--- src/rtl/useq_pkg.sv ---
// Shared encodings for the microprogram sequencer: COND field codes,
// PSR flag bit positions and the sequencer state enum.
package useq_pkg;

  localparam int unsigned COND_NEXT     = 0;
  localparam int unsigned COND_JMP_N    = 1;
  localparam int unsigned COND_JMP_Z    = 2;
  localparam int unsigned COND_JMP_V    = 3;
  localparam int unsigned COND_JMP_C    = 4;
  localparam int unsigned COND_JMP_IR13 = 5;
  localparam int unsigned COND_JMP      = 6;
  localparam int unsigned COND_DECODE   = 7;
  localparam int unsigned COND_CALL     = 8;
  localparam int unsigned COND_RET      = 9;
  localparam int unsigned COND_HALT     = 10;

  localparam int unsigned FLAG_N = 3;
  localparam int unsigned FLAG_Z = 2;
  localparam int unsigned FLAG_V = 1;
  localparam int unsigned FLAG_C = 0;

  typedef enum logic [1:0] {
    ST_RUN    = 2'd0,
    ST_HALTED = 2'd1,
    ST_FAULT  = 2'd2
  } useq_state_e;

endpackage

--- src/rtl/useq_control_if.sv ---
// MIR/IR/PSR inputs and CSAR/status outputs of the sequencer, bundled.
// Signal names keep the original top-level port names.
interface useq_control_if #(
  parameter int unsigned CS_ADDR_WIDTH = 11,
  parameter int unsigned OPCODE_WIDTH  = 8,
  parameter int unsigned COND_WIDTH    = 4,
  parameter int unsigned STACK_DEPTH   = 4
);
  localparam int unsigned DEPTH_WIDTH = $clog2(STACK_DEPTH) + 1;

  logic [COND_WIDTH-1:0]    useq_control_Cond_In;
  logic [CS_ADDR_WIDTH-1:0] useq_control_JumpAddr_In;
  logic [3:0]               useq_control_Flags_In;
  logic                     useq_control_IR13_In;
  logic [OPCODE_WIDTH-1:0]  useq_control_Opcode_In;
  logic                     useq_control_Stall_In;
  logic [CS_ADDR_WIDTH-1:0] useq_control_CSAddr_Out;
  logic                     useq_control_Halted_Out;
  logic                     useq_control_Overflow_Out;
  logic                     useq_control_Underflow_Out;
  logic [DEPTH_WIDTH-1:0]   useq_control_Depth_Out;

  modport master (
    output useq_control_Cond_In, useq_control_JumpAddr_In, useq_control_Flags_In,
           useq_control_IR13_In, useq_control_Opcode_In, useq_control_Stall_In,
    input  useq_control_CSAddr_Out, useq_control_Halted_Out, useq_control_Overflow_Out,
           useq_control_Underflow_Out, useq_control_Depth_Out
  );

  modport slave (
    input  useq_control_Cond_In, useq_control_JumpAddr_In, useq_control_Flags_In,
           useq_control_IR13_In, useq_control_Opcode_In, useq_control_Stall_In,
    output useq_control_CSAddr_Out, useq_control_Halted_Out, useq_control_Overflow_Out,
           useq_control_Underflow_Out, useq_control_Depth_Out
  );
endinterface

--- src/rtl/useq_return_stack.sv ---
// Microsubroutine return-address LIFO. Only the occupancy pointer is reset;
// entry contents are don't-care until written.
module useq_return_stack #(
  parameter int unsigned DEPTH = 4,
  parameter int unsigned WIDTH = 11
) (
  input  logic                     clk,
  input  logic                     rst,
  input  logic                     push,
  input  logic                     pop,
  input  logic [WIDTH-1:0]         push_data,
  output logic [WIDTH-1:0]         top_data,
  output logic                     full,
  output logic                     empty,
  output logic [$clog2(DEPTH):0]   depth
);
  localparam int unsigned AW = $clog2(DEPTH);

  logic [WIDTH-1:0] mem_q [DEPTH];
  logic [WIDTH-1:0] mem_d [DEPTH];
  logic [AW:0]      ptr_q, ptr_d;
  logic [AW-1:0]    wr_idx, rd_idx;

  always_comb begin
    wr_idx   = ptr_q[AW-1:0];
    rd_idx   = AW'(ptr_q - (AW+1)'(1));
    full     = (ptr_q == (AW+1)'(DEPTH));
    empty    = (ptr_q == '0);
    top_data = mem_q[rd_idx];
    depth    = ptr_q;
    mem_d    = mem_q;
    ptr_d    = ptr_q;
    // Push has priority; the caller never requests both in one cycle.
    if (push && !full) begin
      mem_d[wr_idx] = push_data;
      ptr_d         = ptr_q + (AW+1)'(1);
    end else if (pop && !empty) begin
      ptr_d = ptr_q - (AW+1)'(1);
    end
  end

  always_ff @(posedge clk) begin
    if (rst) ptr_q <= '0;
    else     ptr_q <= ptr_d;
  end

  always_ff @(posedge clk) begin
    mem_q <= mem_d;
  end

endmodule

--- src/rtl/useq_control.sv ---
// Microprogram sequencer: registered CSAR selection from COND/JUMP ADDR,
// PSR flags and IR opcode, with return stack, stall and HALT/FAULT modes.
module useq_control
  import useq_pkg::*;
#(
  parameter int unsigned CS_ADDR_WIDTH = 11,
  parameter int unsigned OPCODE_WIDTH  = 8,
  parameter int unsigned COND_WIDTH    = 4,
  parameter int unsigned STACK_DEPTH   = 4,
  parameter int unsigned RESET_ADDR    = 0
) (
  input  logic           useq_control_CLOCK_50,
  input  logic           useq_control_Reset_InHigh,
  useq_control_if.slave  bus
);
  localparam int unsigned DW = $clog2(STACK_DEPTH) + 1;

  useq_state_e              state_q, state_d;
  logic [CS_ADDR_WIDTH-1:0] csar_q, csar_d;
  logic                     halted_q, halted_d;
  logic                     ovf_q, ovf_d;
  logic                     unf_q, unf_d;

  logic [CS_ADDR_WIDTH-1:0] csar_inc, decode_addr, jump_addr, stk_top;
  logic [31:0]              cond_ext;
  logic [3:0]               flags;
  logic                     push, pop, stk_full, stk_empty;
  logic [DW-1:0]            stk_depth;

  useq_return_stack #(
    .DEPTH (STACK_DEPTH),
    .WIDTH (CS_ADDR_WIDTH)
  ) u_stack (
    .clk       (useq_control_CLOCK_50),
    .rst       (useq_control_Reset_InHigh),
    .push      (push),
    .pop       (pop),
    .push_data (csar_inc),
    .top_data  (stk_top),
    .full      (stk_full),
    .empty     (stk_empty),
    .depth     (stk_depth)
  );

  always_comb begin
    csar_inc    = csar_q + CS_ADDR_WIDTH'(1);
    decode_addr = CS_ADDR_WIDTH'({1'b1, bus.useq_control_Opcode_In, 2'b00});
    jump_addr   = bus.useq_control_JumpAddr_In;
    flags       = bus.useq_control_Flags_In;
    cond_ext    = 32'(bus.useq_control_Cond_In);

    state_d = state_q;
    csar_d  = csar_q;
    ovf_d   = ovf_q;
    unf_d   = unf_q;
    push    = 1'b0;
    pop     = 1'b0;

    if (state_q == ST_RUN && !bus.useq_control_Stall_In) begin
      case (cond_ext)
        COND_JMP_N:    csar_d = flags[FLAG_N] ? jump_addr : csar_inc;
        COND_JMP_Z:    csar_d = flags[FLAG_Z] ? jump_addr : csar_inc;
        COND_JMP_V:    csar_d = flags[FLAG_V] ? jump_addr : csar_inc;
        COND_JMP_C:    csar_d = flags[FLAG_C] ? jump_addr : csar_inc;
        COND_JMP_IR13: csar_d = bus.useq_control_IR13_In ? jump_addr : csar_inc;
        COND_JMP:      csar_d = jump_addr;
        COND_DECODE:   csar_d = decode_addr;
        COND_CALL: begin
          if (stk_full) begin
            ovf_d   = 1'b1;
            state_d = ST_FAULT;
          end else begin
            push   = 1'b1;
            csar_d = jump_addr;
          end
        end
        COND_RET: begin
          if (stk_empty) begin
            unf_d   = 1'b1;
            state_d = ST_FAULT;
          end else begin
            pop    = 1'b1;
            csar_d = stk_top;
          end
        end
        COND_HALT:     state_d = ST_HALTED;
        default:       csar_d = csar_inc;
      endcase
    end

    halted_d = (state_d != ST_RUN);
  end

  always_ff @(posedge useq_control_CLOCK_50) begin
    if (useq_control_Reset_InHigh) begin
      state_q  <= ST_RUN;
      csar_q   <= CS_ADDR_WIDTH'(RESET_ADDR);
      halted_q <= 1'b0;
      ovf_q    <= 1'b0;
      unf_q    <= 1'b0;
    end else begin
      state_q  <= state_d;
      csar_q   <= csar_d;
      halted_q <= halted_d;
      ovf_q    <= ovf_d;
      unf_q    <= unf_d;
    end
  end

  assign bus.useq_control_CSAddr_Out    = csar_q;
  assign bus.useq_control_Halted_Out    = halted_q;
  assign bus.useq_control_Overflow_Out  = ovf_q;
  assign bus.useq_control_Underflow_Out = unf_q;
  assign bus.useq_control_Depth_Out     = stk_depth;

endmodule

--- src/flat_wrapper.sv ---
// flat-port wrapper written by rule: the top's interface ports become plain ports
module useq_control_flat import useq_pkg::*;
#(
  parameter int unsigned CS_ADDR_WIDTH = 11,
  parameter int unsigned OPCODE_WIDTH  = 8,
  parameter int unsigned COND_WIDTH    = 4,
  parameter int unsigned STACK_DEPTH   = 4,
  parameter int unsigned RESET_ADDR    = 0
)
  (useq_control_CLOCK_50, useq_control_Reset_InHigh, bus_useq_control_Cond_In, bus_useq_control_JumpAddr_In, bus_useq_control_Flags_In, bus_useq_control_IR13_In, bus_useq_control_Opcode_In, bus_useq_control_Stall_In, bus_useq_control_CSAddr_Out, bus_useq_control_Halted_Out, bus_useq_control_Overflow_Out, bus_useq_control_Underflow_Out, bus_useq_control_Depth_Out);
  useq_control_if #(.CS_ADDR_WIDTH(CS_ADDR_WIDTH), .OPCODE_WIDTH(OPCODE_WIDTH), .COND_WIDTH(COND_WIDTH), .STACK_DEPTH(STACK_DEPTH)) bus_i ();
  input  logic useq_control_CLOCK_50;
  input  logic useq_control_Reset_InHigh;
  input wire logic [$bits(bus_i.useq_control_Cond_In)-1:0] bus_useq_control_Cond_In;
  input wire logic [$bits(bus_i.useq_control_JumpAddr_In)-1:0] bus_useq_control_JumpAddr_In;
  input wire logic [$bits(bus_i.useq_control_Flags_In)-1:0] bus_useq_control_Flags_In;
  input wire logic [$bits(bus_i.useq_control_IR13_In)-1:0] bus_useq_control_IR13_In;
  input wire logic [$bits(bus_i.useq_control_Opcode_In)-1:0] bus_useq_control_Opcode_In;
  input wire logic [$bits(bus_i.useq_control_Stall_In)-1:0] bus_useq_control_Stall_In;
  output wire logic [$bits(bus_i.useq_control_CSAddr_Out)-1:0] bus_useq_control_CSAddr_Out;
  output wire logic [$bits(bus_i.useq_control_Halted_Out)-1:0] bus_useq_control_Halted_Out;
  output wire logic [$bits(bus_i.useq_control_Overflow_Out)-1:0] bus_useq_control_Overflow_Out;
  output wire logic [$bits(bus_i.useq_control_Underflow_Out)-1:0] bus_useq_control_Underflow_Out;
  output wire logic [$bits(bus_i.useq_control_Depth_Out)-1:0] bus_useq_control_Depth_Out;
  assign bus_i.useq_control_Cond_In = bus_useq_control_Cond_In;
  assign bus_i.useq_control_JumpAddr_In = bus_useq_control_JumpAddr_In;
  assign bus_i.useq_control_Flags_In = bus_useq_control_Flags_In;
  assign bus_i.useq_control_IR13_In = bus_useq_control_IR13_In;
  assign bus_i.useq_control_Opcode_In = bus_useq_control_Opcode_In;
  assign bus_i.useq_control_Stall_In = bus_useq_control_Stall_In;
  assign bus_useq_control_CSAddr_Out = bus_i.useq_control_CSAddr_Out;
  assign bus_useq_control_Halted_Out = bus_i.useq_control_Halted_Out;
  assign bus_useq_control_Overflow_Out = bus_i.useq_control_Overflow_Out;
  assign bus_useq_control_Underflow_Out = bus_i.useq_control_Underflow_Out;
  assign bus_useq_control_Depth_Out = bus_i.useq_control_Depth_Out;
  useq_control #(.CS_ADDR_WIDTH(CS_ADDR_WIDTH), .OPCODE_WIDTH(OPCODE_WIDTH), .COND_WIDTH(COND_WIDTH), .STACK_DEPTH(STACK_DEPTH), .RESET_ADDR(RESET_ADDR)) u_core (.useq_control_CLOCK_50(useq_control_CLOCK_50), .useq_control_Reset_InHigh(useq_control_Reset_InHigh), .bus(bus_i));
endmodule
--- config.mk ---
export PLATFORM = sky130hd
export DESIGN_NAME = useq_control_flat
export DESIGN_NICKNAME = d
export VERILOG_FILES = /design/src/rtl/useq_pkg.sv /design/src/rtl/useq_control_if.sv /design/src/rtl/useq_return_stack.sv /design/src/rtl/useq_control.sv /design/src/flat_wrapper.sv
export SDC_FILE = /design/constraint.sdc
export NUM_CORES = 1
export LEC_CHECK = 0
export CORE_ASPECT_RATIO = 0.5
export CORE_MARGIN = 10
export CORE_UTILIZATION = 35
export CTS_CLUSTER_DIAMETER = 200
export DETAILED_ROUTE_END_ITERATION = 8
export SYNTH_ARGS = -nofsm -noshare
export SYNTH_HDL_FRONTEND = slang
export SYNTH_SLANG_ARGS = --single-unit
--- constraint.sdc ---
create_clock -name useq_control_CLOCK_50 -period 7 [get_ports useq_control_CLOCK_50]
set_input_delay 1.4 -clock useq_control_CLOCK_50 [delete_from_list [all_inputs] [get_ports useq_control_CLOCK_50]]
set_output_delay 1.4 -clock useq_control_CLOCK_50 [all_outputs]
set_load 0.005 [all_outputs]
==> impl_metrics.ini, run 1 <==
[clocking]
post-cts-setup-buffers = 0
clkSinkCount = 63
clock-root-buffer = sky130_fd_sc_hd__clkbuf_16
hold_buffers = 0
path_clk_slew_ns = 0.06
tritoncts = built
htree_levels = 3
worstSkewPairLatency_ns = 0.33
cts_buffers = 9
number_of_buffers_between_clock_root_and_the_deepest_sink = 2
post_cts_gate_resize_count = 0

[worst_setup_path]
worstPathRequired_ns = 7.18
worst_setup_sp_type = primary input
end_kind = register
arrival_ns = 4.29
worstSetupPathType = primary input to register
crit_fanout = 30

[final_layout]
num_antenna_cells = 0
stdcell_count = 483
layout-drive-gt1-share = 0.138
ff_latch_area_sq_um = 1700
multi_input_gate_area_in_the_final_layout_sq_um = 1650
nNetsFinal = 380
layout.filler_cells = 914
postLayoutCellArea_sq_um = 4380
areaGrowthSynthToFinish_pct = 23.7

[yosys]
yosys_register_bits = 63
netlist_area_sq_um = 3540
synth_async_reset_ratio = 0
ys_seq_area_frac = 0.481
syn_area_per_cell_sq_um = 11.7
postSynthCellCount = 303
yosysWarnings = 0
synth_edf_count = 44
synth_cell_type_count = 73
syn-num-nets = 340
synthFlopType = sky130_fd_sc_hd__edfxtp_1

[place]
place.port_buffers = 47
cell_total_after_placement = 467
gp_routability_congestion = 0.880
place.detailed.hpwl_microns = 7050
placed_area_sq_um = 4050

[pwr]
power.switching_fraction = 0.242
leakage_nw = 1.49
power.density_cell_area_nw_per_um2 = 236
p_sw_mw = 0.250
share_clk_of_total_power = 0.467
irDropWorstVdd_v = 0.000123
p_int_mw = 0.784
power_share_of_the_sequential_group = 0.407
combPwrFrac = 0.126
report.power.total_mw = 1.03

[floorplanning]
design.core.area_sq_um = 9630
chipHeight_microns = 91.1
placement_rows = 25
ios = 48
initial_utilization = 0.367
die_w_microns = 162
fp.dieArea_sq_um = 14800

[sta]
setup_viol = 0
skew_ns = 0.0120
tightestPinTransition_ns = 1.15
fmax_ghz = 0.243
tns_ns = 0
fin_crit_ns = 4.11
final_hold_violation_count = 0
final_max_slew_viol_count = 0
timing.slew.headroom = 0.230
share_of_the_clock_period_used_by_the_worst_path_after_layout = 0.587
rsz0062_at_grt = false

[grt]
vias_in_the_first_global_route = 2649
grt_first_pass_wirelength_microns = 15300
initial_antenna_violation_count = 0
track_usage = 0.132
overflow = 0
grt_max_degree = 32

[routing]
firstDrtPassIters = 5
drt-initial-drc-count = 356
via_per_inst = 5.73
number_of_nets_with_antenna_violations_after_detailed_routing = 0
drc = 0
drt_wl_total_microns = 9680
route.vias.total = 2770
wire_per_inst_microns = 20.0

[flow_run]
drv.max_cap_violation_count = 0

[min_path]
worstHoldPathType = register to register

[outcome]
status = finished clean
## synthesized netlist by cell type, types with 7 or more instances
cell type,n,share of area
sky130_fd_sc_hd__nand2_1,15,0.016
sky130_fd_sc_hd__a21oi_1,15,0.021
sky130_fd_sc_hd__dfxtp_1,19,0.11
sky130_fd_sc_hd__o21ai_0,11,0.016
sky130_fd_sc_hd__buf_6,7,0.022
sky130_fd_sc_hd__buf_2,7,0.0099
sky130_fd_sc_hd__inv_1,11,0.012
sky130_fd_sc_hd__xnor2_1,8,0.020
sky130_fd_sc_hd__mux4_2,8,0.051
sky130_fd_sc_hd__and2_1,7,0.012
sky130_fd_sc_hd__edfxtp_1,44,0.37
sky130_fd_sc_hd__nor2_1,25,0.027
sky130_fd_sc_hd__nand3_1,8,0.011
## stage by stage
stage | util | worst slack [ns] | hold slack (ns)
2_1_floorplan | - | 4.13 | 0.461
3_3_place_gp | 0.420 | 2.66 | 0.460
3_5_place_dp | 0.420 | 2.58 | 0.477
4_1_cts | 0.454 | 2.91 | 0.492
5_1_grt | 0.454 | 2.68 | 0.531
6_report | 0.454 | 2.89 | 0.489
## final cells by class
class                           instances  share of cell area
Clock buffer                            9              0.0515
Clock inverter                          7              0.0237
Inverter                               12              0.0103
Multi-Input combinational cell        209               0.378
Sequential cell                        63               0.389
Tap cell                              135              0.0386
Timing Repair Buffer                   48               0.109
## cell usage in the layout (no fill, tap or decap), drive strengths merged, types with 3 or more instances in the layout
cell type	synthesis	routed
o211ai	3	3
xor2	3	3
a21oi	16	16
nor2b	3	3
mux4	11	11
mux2i	3	3
a221oi	8	8
inv	12	14
nand2	15	15
and2	7	7
clkinv	0	3
or3	3	3
o21ai	16	16
a22oi	4	4
o22ai	3	3
nand3	8	8
ha	6	6
nand3b	4	4
a32o	3	3
a211oi	5	5
a31oi	4	4
a21o	3	3
edfxtp	44	44
clkbuf	2	9
nand2b	5	5
xnor2	8	8
and3	6	6
clkdlybuf4s50	0	47
a41oi	4	4
dfxtp	19	19
nor3	4	4
nor2	25	25
## power by group through the flow
stage                     sequential (mW)  combinational [mW]  clock (mW)
after floorplan                     0.425              0.0793           0
after global placement              0.428               0.126           0
after detailed placement            0.429               0.128           0
after CTS                           0.421               0.129       0.491
after global routing                0.422               0.141       0.507
final                               0.421               0.130       0.483
## worst paths after layout
kind / start / endpoint / slack, ns / cells past startpoint
setup / recovery: bus_useq_control_Cond_In[1] / u_core.bus.useq_control_CSAddr_Out[7] / 2.89 / 7
setup reg to reg: u_core.u_stack.depth[0] / u_core.bus.useq_control_CSAddr_Out[9] / 3.68 / 7
hold / removal: u_core.bus.useq_control_Overflow_Out / u_core.bus.useq_control_Overflow_Out / 0.49 / 2
hold reg to reg: u_core.bus.useq_control_Overflow_Out / u_core.bus.useq_control_Overflow_Out / 0.49 / 2
## flip-flops by register name, summed over array words and instances, names as in the netlist
register / flops
u_core.state_q: 2
u_core.bus.useq_control_CSAddr_Out: 11
u_core.u_stack.mem_q: 44
u_core.bus.useq_control_Halted_Out: 1
u_core.u_stack.depth: 3
u_core.bus.useq_control_Overflow_Out: 1
u_core.bus.useq_control_Underflow_Out: 1
## cells by family (layout without fill, tap and decap cells)
kind of cell | after synthesis | in the layout | synth area share
AOI/OAI and AO/OA | 87 | 87 | 0.196
xor gates and xnor gates | 11 | 11 | 0.0272
adders and majority gates | 6 | 6 | 0.0212
buffers and inverters | 31 | 76 | 0.0513
DFF | 63 | 63 | 0.481
muxes | 15 | 15 | 0.0849
and+or+nand+nor | 90 | 90 | 0.139
## layer usage
| metal | wire length, microns | GRT usage |
|---|---|---|
| met3 | 646 | 0.0374 |
| met1 | 4550 | 0.178 |
| met2 | 4350 | 0.200 |
| met4 | 145 | 0.0414 |
| met5 | 0 | 0 |
## critical path: stages
cell and delay [ns]:
sky130_fd_sc_hd__clkdlybuf4s50_1 1.00, sky130_fd_sc_hd__nand2b_2 0.50, sky130_fd_sc_hd__o32a_1 0.33, sky130_fd_sc_hd__o21ai_2 0.53, sky130_fd_sc_hd__nor2_1 0.24, sky130_fd_sc_hd__a22oi_1 0.18, sky130_fd_sc_hd__a21oi_1 0.09
Note: power is estimated with default switching activity, not from simulation.
==> run 2, diff against run 1 <==
clock period = 4 ns   (was 7 ns; I/O delays follow)
==> run 2 against run 1 <==
  * Critical path depth unchanged
  * Largest cell class unchanged
  * Count of clock-buffer cells in the layout unchanged
  * Critical path type unchanged
  * Sequential cell count is the same
  * Critical endpoint is now u_core.bus.useq_control_CSAddr_Out[1]
==> impl_metrics.ini, run 2 (synthesized netlist as in run 1, its figures left out) <==
[final_layout]
ff_latch_area_sq_um = 1700
multi_input_gate_area_in_the_final_layout_sq_um = 1650
num_antenna_cells = 0
top_register = u_core.u_stack.mem_q
areaGrowthSynthToFinish_pct = 24.5
layout-drive-gt1-share = 0.154
postLayoutCoreUtil = 0.457
layout.cells.most_common = sky130_fd_sc_hd__clkdlybuf4s50_1
nNetsFinal = 388
largest_register_ff_count = 44
most-common-layout-cells = sky130_fd_sc_hd__clkdlybuf4s50_1, sky130_fd_sc_hd__edfxtp_1, sky130_fd_sc_hd__nor2_1, sky130_fd_sc_hd__dfxtp_1
postLayoutCellArea_sq_um = 4410
layout.filler_cells = 890

[worst_setup_path]
worstRegToRegCells = 9
cp_slowest_cell = sky130_fd_sc_hd__clkdlybuf4s50_1
crit_fanout = 17
rr_startpoint = u_core.u_stack.depth[0]
cpPeakStageDelay_ns = 0.71
worstPathRequired_ns = 4.19
worst_setup_sp_type = primary input
end_kind = register
arrival_ns = 3.19
regToRegEndpoint = u_core.bus.useq_control_CSAddr_Out[8]
worst-r2r-setup-slack_ns = 1.32
timing.critical_path.buf_inv = 2
path_cells = clkdlybuf4s50_1 > buf_4 > or2_1 > a21oi_2 > nand2_1 > a222oi_1 > a21oi_1
cp_top_family = buffers and inverters
worstSetupPathType = primary input to register

[clocking]
clkSinkCount = 63
clock-root-buffer = sky130_fd_sc_hd__clkbuf_16
hold_buffers = 0
post-cts-setup-buffers = 0
tritoncts = built
number_of_buffers_between_clock_root_and_the_deepest_sink = 2
cts_buffers = 9
worstSkewPairLatency_ns = 0.33
htree_levels = 3
post_cts_gate_resize_count = 0
path_clk_slew_ns = 0.06

[sta]
final_max_slew_viol_count = 0
share_of_the_clock_period_used_by_the_worst_path_after_layout = 0.749
worst_hold_slack_ns = 0.478
fmax_ghz = 0.334
tightestPinTransition_ns = 0.832
final_hold_violation_count = 0
skew_ns = 0.00748
rsz0062_at_grt = false
tns_ns = 0
timing.slew.headroom = 0.444
fin_crit_ns = 3.00
setup_viol = 0

[floorplanning]
initial_utilization = 0.367
placement_rows = 25
fp.dieArea_sq_um = 14800
ios = 48
chipHeight_microns = 91.1
design.core.area_sq_um = 9630
die_w_microns = 162

[grt]
track_usage = 0.133
grt_first_pass_wirelength_microns = 15500
grt_max_degree = 30
overflow = 0
initial_antenna_violation_count = 1
vias_in_the_first_global_route = 2730

[routing]
drc = 0
drt-initial-drc-count = 315
number_of_nets_with_antenna_violations_after_detailed_routing = 0
drt_wl_total_microns = 9870
wire_per_inst_microns = 20.1
route.vias.total = 2731
via_per_inst = 5.56
firstDrtPassIters = 4

[min_path]
worst_hold_startpoint = u_core.bus.useq_control_Underflow_Out
whs_path_depth = 2
worstHoldPathType = register to register
hold_path_end = u_core.bus.useq_control_Underflow_Out

[place]
placed_area_sq_um = 4110
place.port_buffers = 47
place.detailed.hpwl_microns = 7270
gp_routability_congestion = 0.962

[pwr]
report.power.total_mw = 1.74
irDropWorstVdd_v = 0.000192
leakage_nw = 1.50
power.density_cell_area_nw_per_um2 = 394

[flow_run]
drv.max_cap_violation_count = 0

[outcome]
status = finished clean
## run 2: worst max path at each step
stage | end | from | cells past startpoint | slack [ns]
after floorplan | u_core.bus.useq_control_CSAddr_Out[7] | u_core.u_stack.depth[0] | 9 | 1.53
after global placement | u_core.bus.useq_control_CSAddr_Out[1] | bus_useq_control_Cond_In[2] | 7 | 0.73
after detailed placement | u_core.bus.useq_control_CSAddr_Out[1] | bus_useq_control_Cond_In[2] | 7 | 0.68
after CTS | u_core.bus.useq_control_CSAddr_Out[1] | bus_useq_control_Cond_In[2] | 7 | 1.03
after global routing | u_core.bus.useq_control_CSAddr_Out[1] | bus_useq_control_Cond_In[2] | 7 | 0.86
final | u_core.bus.useq_control_CSAddr_Out[1] | bus_useq_control_Cond_In[2] | 7 | 1.00
## run 2: routing by layer
| layer | GRT usage | vias up | part of all wire |
|---|---|---|---|
| met1 | 0.178 | 1332 | 0.44 |
| met2 | 0.200 | 106 | 0.46 |
| met4 | 0.0384 | 0 | 0.014 |
| li1 | - | 1283 | - |
| met5 | 0 | - | 0 |
| met3 | 0.0459 | 10 | 0.086 |
## run 2: metrics by stage
stage | worst slack [ns] | instances
2_1_floorplan | 1.53 | 303
3_3_place_gp | 0.725 | 475
3_5_place_dp | 0.682 | 475
4_1_cts | 1.03 | 491
5_1_grt | 0.864 | 491
6_report | 1.00 | 491
## run 2: layout make-up
type,instances,share of cell area
Multi-Input combinational cell,209,0.375
Tap cell,135,0.0383
Clock buffer,9,0.0511
Timing Repair Buffer,56,0.122
Clock inverter,7,0.0165
Sequential cell,63,0.386
Inverter,12,0.0102
## run 2: power breakdown
group / switching (mW) / total [mW] / internal [mW] / leakage (nW)
logic: 0.126 / 0.233 / 0.107 / 0.816
clock network: 0.287 / 0.769 / 0.481 / 0.132
registers: 0.0191 / 0.735 / 0.716 / 0.557
total: 0.432 / 1.74 / 1.31 / 1.50
## run 2: worst reg2reg max path, stage by stage, from the launching register on
cell and delay, ns:
sky130_fd_sc_hd__dfxtp_1 0.30, sky130_fd_sc_hd__buf_4 0.26, sky130_fd_sc_hd__inv_1 0.17, sky130_fd_sc_hd__ha_1 0.66
sky130_fd_sc_hd__mux4_2 0.42, sky130_fd_sc_hd__nand2_1 0.12, sky130_fd_sc_hd__and4_1 0.19, sky130_fd_sc_hd__o221ai_1 0.15
sky130_fd_sc_hd__a22oi_1 0.21, sky130_fd_sc_hd__nor2_1 0.06
